$ cat config.mk
export PLATFORM = sky130hd
export DESIGN_NAME = tc0260dar_palette
export DESIGN_NICKNAME = d
export VERILOG_FILES = /design/src/rtl/tc0260dar_pkg.sv /design/src/rtl/tc0260dar_cpu_slot.sv /design/src/rtl/tc0260dar_palette.sv
export SDC_FILE = /design/constraint.sdc
export NUM_CORES = 1
export LEC_CHECK = 0
export CAP_MARGIN = 20
export CORE_MARGIN = 3
export CORE_UTILIZATION = 45
export DETAILED_ROUTE_END_ITERATION = 6
export HOLD_SLACK_MARGIN = 0.12
export PLACE_DENSITY = 0.84
export SETUP_SLACK_MARGIN = 0.5
export SLEW_MARGIN = 10
export SYNTH_ARGS = -nofsm -noshare
export SYNTH_HDL_FRONTEND = slang
export SYNTH_SLANG_ARGS = --single-unit
$ cat constraint.sdc
create_clock -name clk -period 3.6 [get_ports clk]
set_clock_uncertainty 0.15 [all_clocks]
set_input_delay 0.54 -clock clk [delete_from_list [all_inputs] [get_ports clk]]
set_output_delay 0.54 -clock clk [all_outputs]
set_load 0.01 [all_outputs]
$ cat src/rtl/tc0260dar_pkg.sv
// Shared types and helpers for the TC0260DAR palette/DAC block.
// Latency: n/a (types, constants and pure functions only).
// Backpressure: n/a.
package tc0260dar_pkg;

  // CPU access sequencing through the shared palette RAM port
  typedef enum logic [1:0] {
    IDLE = 2'd0,
    PEND = 2'd1,
    DATA = 2'd2,
    ACK  = 2'd3
  } cpu_state_t;

  // Pixel clocks from the IM sample to the RGB update; the blank pipe has this depth
  localparam int VIDEO_LATENCY = 2;

  // Replicate the nibble so 0x0 -> 0x00 and 0xF -> 0xFF
  function automatic logic [7:0] expand4(input logic [3:0] x);
    return {x, x};
  endfunction

  // Refill the low bits with the top bits so 0x00 -> 0x00 and 0x1F -> 0xFF
  function automatic logic [7:0] expand5(input logic [4:0] x);
    return {x, x[4:2]};
  endfunction

endpackage

$ cat src/rtl/tc0260dar_cpu_slot.sv
// 68000-side access sequencer: CSn edge detect, RAM slot claim, write strobes, DTACK.
// Latency: DACKn low 2-3 ce_13m ticks after the tick that sees the CSn fall.
// Backpressure: CPU is stalled through DTACK; it waits at most 2 ticks for its slot.
module tc0260dar_cpu_slot
  import tc0260dar_pkg::*;
(
  input  logic        clk,
  input  logic        reset,
  input  logic        ce_13m,
  input  logic        ce_pixel,
  input  logic        CSn,
  input  logic        RW,
  input  logic        UDSn,
  input  logic        LDSn,
  input  logic [15:0] RDin,
  output logic        cpu_drive,
  output logic [15:0] Dout,
  output logic        DACKn,
  output logic        RWEUPn,
  output logic        RWELOn
);

  cpu_state_t  state_q, state_d;
  logic        prev_csn_q, prev_csn_d;
  logic        rd_q, rd_d;
  logic [15:0] dout_q, dout_d;
  logic        dackn_q, dackn_d;
  logic        rweupn_q, rweupn_d;
  logic        rwelon_q, rwelon_d;

  // Next-state: everything advances only on ce_13m ticks; strobes last exactly one tick
  always_comb begin
    state_d    = state_q;
    prev_csn_d = prev_csn_q;
    rd_d       = rd_q;
    dout_d     = dout_q;
    dackn_d    = dackn_q;
    rweupn_d   = rweupn_q;
    rwelon_d   = rwelon_q;
    cpu_drive  = 1'b0;
    if (ce_13m) begin
      prev_csn_d = CSn;
      rweupn_d   = 1'b1;
      rwelon_d   = 1'b1;
      case (state_q)
        IDLE: begin
          if (prev_csn_q && !CSn) state_d = PEND;
        end
        PEND: begin
          // a deselect before the slot abandons the access with no strobe issued
          if (CSn) begin
            state_d = IDLE;
          end else if (!ce_pixel) begin
            cpu_drive = 1'b1;
            rd_d      = RW;
            if (!RW) begin
              rweupn_d = UDSn;
              rwelon_d = LDSn;
            end
            state_d = DATA;
          end
        end
        DATA: begin
          if (CSn) begin
            state_d = IDLE;
          end else begin
            if (rd_q) dout_d = RDin;
            dackn_d = 1'b0;
            state_d = ACK;
          end
        end
        ACK: begin
          if (CSn) begin
            dackn_d = 1'b1;
            state_d = IDLE;
          end
        end
        default: state_d = IDLE;
      endcase
    end
  end

  // State register; a CSn already low when reset releases is not taken as a new access
  always_ff @(posedge clk) begin
    if (reset) begin
      state_q    <= IDLE;
      prev_csn_q <= 1'b0;
      rd_q       <= 1'b0;
      dout_q     <= 16'h0000;
      dackn_q    <= 1'b1;
      rweupn_q   <= 1'b1;
      rwelon_q   <= 1'b1;
    end else begin
      state_q    <= state_d;
      prev_csn_q <= prev_csn_d;
      rd_q       <= rd_d;
      dout_q     <= dout_d;
      dackn_q    <= dackn_d;
      rweupn_q   <= rweupn_d;
      rwelon_q   <= rwelon_d;
    end
  end

  assign Dout   = dout_q;
  assign DACKn  = dackn_q;
  assign RWEUPn = rweupn_q;
  assign RWELOn = rwelon_q;

endmodule

$ cat src/rtl/tc0260dar_palette.sv
// Palette lookup + RGB expansion + blanking, sharing the palette RAM with the 68000.
// Latency: 2 pixel clocks from IM sample to R/G/B and delayed blanks.
// Backpressure: none on video (fixed slots); CPU is throttled via DACKn.
module tc0260dar_palette
  import tc0260dar_pkg::*;
#(
  parameter bit RGB555 = 1'b0,
  parameter int ADDR_W = 13
) (
  input  logic              clk,
  input  logic              reset,
  input  logic              ce_13m,
  input  logic              ce_pixel,
  input  logic [13:1]       VA,
  input  logic [15:0]       Din,
  output logic [15:0]       Dout,
  input  logic              LDSn,
  input  logic              UDSn,
  input  logic              CSn,
  input  logic              RW,
  output logic              DACKn,
  output logic [ADDR_W-1:0] RA,
  input  logic [15:0]       RDin,
  output logic [15:0]       RDout,
  output logic              RWEUPn,
  output logic              RWELOn,
  input  logic [13:0]       IM,
  input  logic              HBLOn,
  input  logic              VBLOn,
  output logic [7:0]        R,
  output logic [7:0]        G,
  output logic [7:0]        B,
  output logic              HBLOn_o,
  output logic              VBLOn_o
);

  logic                     cpu_drive;
  logic [ADDR_W-1:0]        ra_q, ra_d;
  logic [15:0]              vid_dat_q, vid_dat_d;
  logic [15:0]              pix_q, pix_d;
  logic [VIDEO_LATENCY-1:0] hbl_pipe_q, hbl_pipe_d;
  logic [VIDEO_LATENCY-1:0] vbl_pipe_q, vbl_pipe_d;
  logic [7:0]               r_q, r_d, g_q, g_d, b_q, b_d;
  logic                     hblo_q, hblo_d, vblo_q, vblo_d;
  logic [7:0]               exp_r, exp_g, exp_b;
  logic                     unused_bits;

  tc0260dar_cpu_slot u_cpu_slot (
    .clk      (clk),
    .reset    (reset),
    .ce_13m   (ce_13m),
    .ce_pixel (ce_pixel),
    .CSn      (CSn),
    .RW       (RW),
    .UDSn     (UDSn),
    .LDSn     (LDSn),
    .RDin     (RDin),
    .cpu_drive(cpu_drive),
    .Dout     (Dout),
    .DACKn    (DACKn),
    .RWEUPn   (RWEUPn),
    .RWELOn   (RWELOn)
  );

  // Colour expansion of the staged palette word for the configured entry format
  always_comb begin
    exp_r = 8'h00;
    exp_g = 8'h00;
    exp_b = 8'h00;
    if (RGB555) begin
      exp_r = expand5(pix_q[14:10]);
      exp_g = expand5(pix_q[9:5]);
      exp_b = expand5(pix_q[4:0]);
    end else begin
      exp_r = expand4(pix_q[15:12]);
      exp_g = expand4(pix_q[11:8]);
      exp_b = expand4(pix_q[7:4]);
    end
  end

  // Slot schedule: video tick drives RA from IM and advances the pipe; the CPU tick
  // captures the video word and lets a pending CPU access claim RA
  always_comb begin
    ra_d       = ra_q;
    vid_dat_d  = vid_dat_q;
    pix_d      = pix_q;
    hbl_pipe_d = hbl_pipe_q;
    vbl_pipe_d = vbl_pipe_q;
    r_d        = r_q;
    g_d        = g_q;
    b_d        = b_q;
    hblo_d     = hblo_q;
    vblo_d     = vblo_q;
    if (ce_13m && ce_pixel) begin
      ra_d       = IM[ADDR_W-1:0];
      hbl_pipe_d = {hbl_pipe_q[VIDEO_LATENCY-2:0], HBLOn};
      vbl_pipe_d = {vbl_pipe_q[VIDEO_LATENCY-2:0], VBLOn};
      pix_d      = vid_dat_q;
      hblo_d     = hbl_pipe_q[VIDEO_LATENCY-1];
      vblo_d     = vbl_pipe_q[VIDEO_LATENCY-1];
      if (hblo_d && vblo_d) begin
        r_d = exp_r;
        g_d = exp_g;
        b_d = exp_b;
      end else begin
        r_d = 8'h00;
        g_d = 8'h00;
        b_d = 8'h00;
      end
    end else if (ce_13m) begin
      vid_dat_d = RDin;
      if (cpu_drive) ra_d = VA[ADDR_W:1];
    end
  end

  // Video pipe registers
  always_ff @(posedge clk) begin
    if (reset) begin
      ra_q       <= '0;
      vid_dat_q  <= 16'h0000;
      pix_q      <= 16'h0000;
      hbl_pipe_q <= '0;
      vbl_pipe_q <= '0;
      r_q        <= 8'h00;
      g_q        <= 8'h00;
      b_q        <= 8'h00;
      hblo_q     <= 1'b0;
      vblo_q     <= 1'b0;
    end else begin
      ra_q       <= ra_d;
      vid_dat_q  <= vid_dat_d;
      pix_q      <= pix_d;
      hbl_pipe_q <= hbl_pipe_d;
      vbl_pipe_q <= vbl_pipe_d;
      r_q        <= r_d;
      g_q        <= g_d;
      b_q        <= b_d;
      hblo_q     <= hblo_d;
      vblo_q     <= vblo_d;
    end
  end

  assign RA      = ra_q;
  assign RDout   = Din;
  assign R       = r_q;
  assign G       = g_q;
  assign B       = b_q;
  assign HBLOn_o = hblo_q;
  assign VBLOn_o = vblo_q;

  // Index bits above the RAM and palette bits outside the active format are dropped
  assign unused_bits = ^{IM[13:ADDR_W], pix_q[15], pix_q[3:0]};

endmodule

==> metrics.cfg <==
[status]
status = finished clean

[timing]
slew_headroom_pct = 40.2
rsz0062_at_grt = false
hold_viol_final = 0
finalCritPeriodShare_pct = 66.2
setup_viol = 0
finalMaxSlewViolations = 0
worst_slew_pin_slew_ns = 0.895
min_period_ns = 2.38
fin_hold_ws_ns = 0.298
setup-tns-final_ns = 0
fmaxAchievable_mhz = 419

[critical_path]
critPathKind = input port to register
crit_required_ns = 3.64
cp_top_family = buffers and inverters
cp-start-kind = input port
slowest_delay_ns = 0.77
worst-path-buf-inv = 1
cp-end-kind = register
path_max_fanout = 30
arrival_ns = 2.43
critical_path.cell_chain = clkdlybuf4s50_1, nand2_1, a22oi_1, nor2_1
crit_slowest_cell = clkdlybuf4s50_1

[placed_design]
io_buffers = 109
hpwl_um = 5440
placed_area_sq_um = 4240
dp.cells = 522
place.gp.congestion = 0.704

[synth]
ys_seq_area_share_pct = 46.7
synth.most_common_cell = dfxtp_1
yosysUniqueCellTypes = 31
ys.flop_type = dfxtp_1
synth_edf_count = 0
avgSynthCellArea_sq_um = 9.08
synth.top_cell.area_share_pct = 46.7
synth_area_leader_cell = dfxtp_1
ys_warn_count = 0
ys_seq_elements = 78
synthArstFlopShare_pct = 0
netlist_area_sq_um = 3340
ys_top_cells_by_count = dfxtp_1, nand2_1, a21oi_1, nand2b_1
syn_inst = 368
syn_nets = 437
synthTopCellsByArea = dfxtp_1, mux2i_1, nand2_1

[cts]
hold_buffers = 0
post_cts_buffers = 0
clk_pin_slew_ns = 0.07
cts_num_sinks = 78
cts_resized = 0
cts_root_buffer = clkbuf_8
htreeDepth = 3
clockBufferDepth = 2
clock_latency_ns = 0.33
cts_buffers = 9
cts_tree = yes

[global_routing]
grt_pass1_vias = 2549
grt-ovfl-total = 0
grt_pass1_wl_um = 12200
grt_usage_pct = 17.8
antenna_found_initial = 0
grt_max_degree = 64

[layout]
stdcell_area_sq_um = 4450
finalNonFillerCells = 538
layout-drive-gt1-share_pct = 7.47
fin_nets = 506
fillers = 600
antenna_cells = 0
syn_to_final_growth_pct = 33.2

[floorplan]
initial_utilization_pct = 47.9
die_w_um = 92.2
rows = 30
num_io_pins = 143
fp.dieArea_sq_um = 8500
core_sq_um = 6980
die_height_um = 92.2

[power_and_ir_drop]
p_leak_uw = 0.00156
powerDensity_nw_per_um2 = 405
irDropWorstVdd_mv = 0.226
p_total_uw = 1800

[routing]
post_drt_wl_per_cell_um = 13.7
drt_wl_total_um = 7390
dr.first_iter.drc_count = 109
vias = 2682
viasPerCell = 4.99
postRouteAntennaNets = 0
drc = 0
dr.pass1.iters = 5

[job]
maxCapViolCount = 0

[hold_path]
hold_path.class = register to register

[through the flow]
stage / utilization (%) / setup slack (ns)
CTS: 63.8 / 1.28
global route: 63.8 / 1.02
detailed placement: 60.7 / 0.945
floorplan: - / 1.90
global placement: 60.7 / 0.958
finish: 63.8 / 1.22
[kinds of logic (layout without fill, tap and decap cells)]
family                 Yosys count  in the layout  synth area share, %
buffers and inverters           58            132                 10.9
muxes                           30             30                 8.98
and+or+nand+nor                136            136                 19.8
DFF                             78             78                 46.7
AOI/OAI and AO/OA               66             66                 13.7
[worst reg2reg max path: stages (launching register included)]
cell      delay (ns)
dfxtp_1         0.48
and4bb_2        0.48
or2_4           0.32
a211oi_1        0.11
[final timing paths]
path / startpoint / to / slack (ns) / cells after the start
setup / recovery: ce_13m / G[5] / 1.22 / 4
hold / removal: vid_dat_q[9] / pix_q[9] / 0.30 / 2
setup reg to reg: u_cpu_slot.state_q[0] / RA[10] / 1.93 / 3
hold reg to reg: vid_dat_q[9] / pix_q[9] / 0.30 / 2
[placed cells by master, fill, tap and decap left out, types with 2 or more instances in the layout]
master | synthesis | layout
a211oi_1 | 3 | 3
a211oi_2 | 10 | 10
a21oi_1 | 34 | 34
a22oi_1 | 12 | 12
buf_4 | 30 | 5
bufinv_16 | 0 | 2
clkbuf_1 | 17 | 2
clkbuf_8 | 0 | 10
clkdlybuf4s50_1 | 0 | 108
clkinv_2 | 0 | 2
dfxtp_1 | 78 | 78
inv_1 | 2 | 2
mux2i_1 | 30 | 30
nand2_1 | 63 | 63
nand2b_1 | 33 | 33
nor2_1 | 16 | 16
nor3_1 | 13 | 13
nor4_1 | 2 | 2
o21ai_0 | 2 | 2
o21bai_1 | 2 | 2
[state kept, by name, summed over array words and instances, names as in the netlist, 2 cells and up]
register,cells
pix_q,12
R,4
RA,13
B,4
G,4
u_cpu_slot.state_q,2
hbl_pipe_q,2
vbl_pipe_q,2
vid_dat_q,12
u_cpu_slot.Dout,16
[final cells by class]
cell class              instances  area [sq um]  area share, %
flip-flops and latches         78          1560           35.1
multi-input cells             232          1430           32.0
repair buffers                114          1120           25.2
clock buffers                  12           145           3.26
well taps                      96           120           2.70
clock inverters                 4          70.1           1.57
inverters                       2          7.51          0.169
[routing by layer]
metal | share of wire, % | track usage (%)
met3 | 7.2 | 6.07
met4 | 1.0 | 6.44
met1 | 43 | 21.3
met2 | 49 | 29.6
met5 | 0 | 0
[power breakdown]
part | total [uW] | internal, uW | switching (uW)
clock | 704 | 408 | 296
combinational | 199 | 110 | 89.2
sequential | 900 | 886 | 13.8
Power figures use the tool's default switching activity.
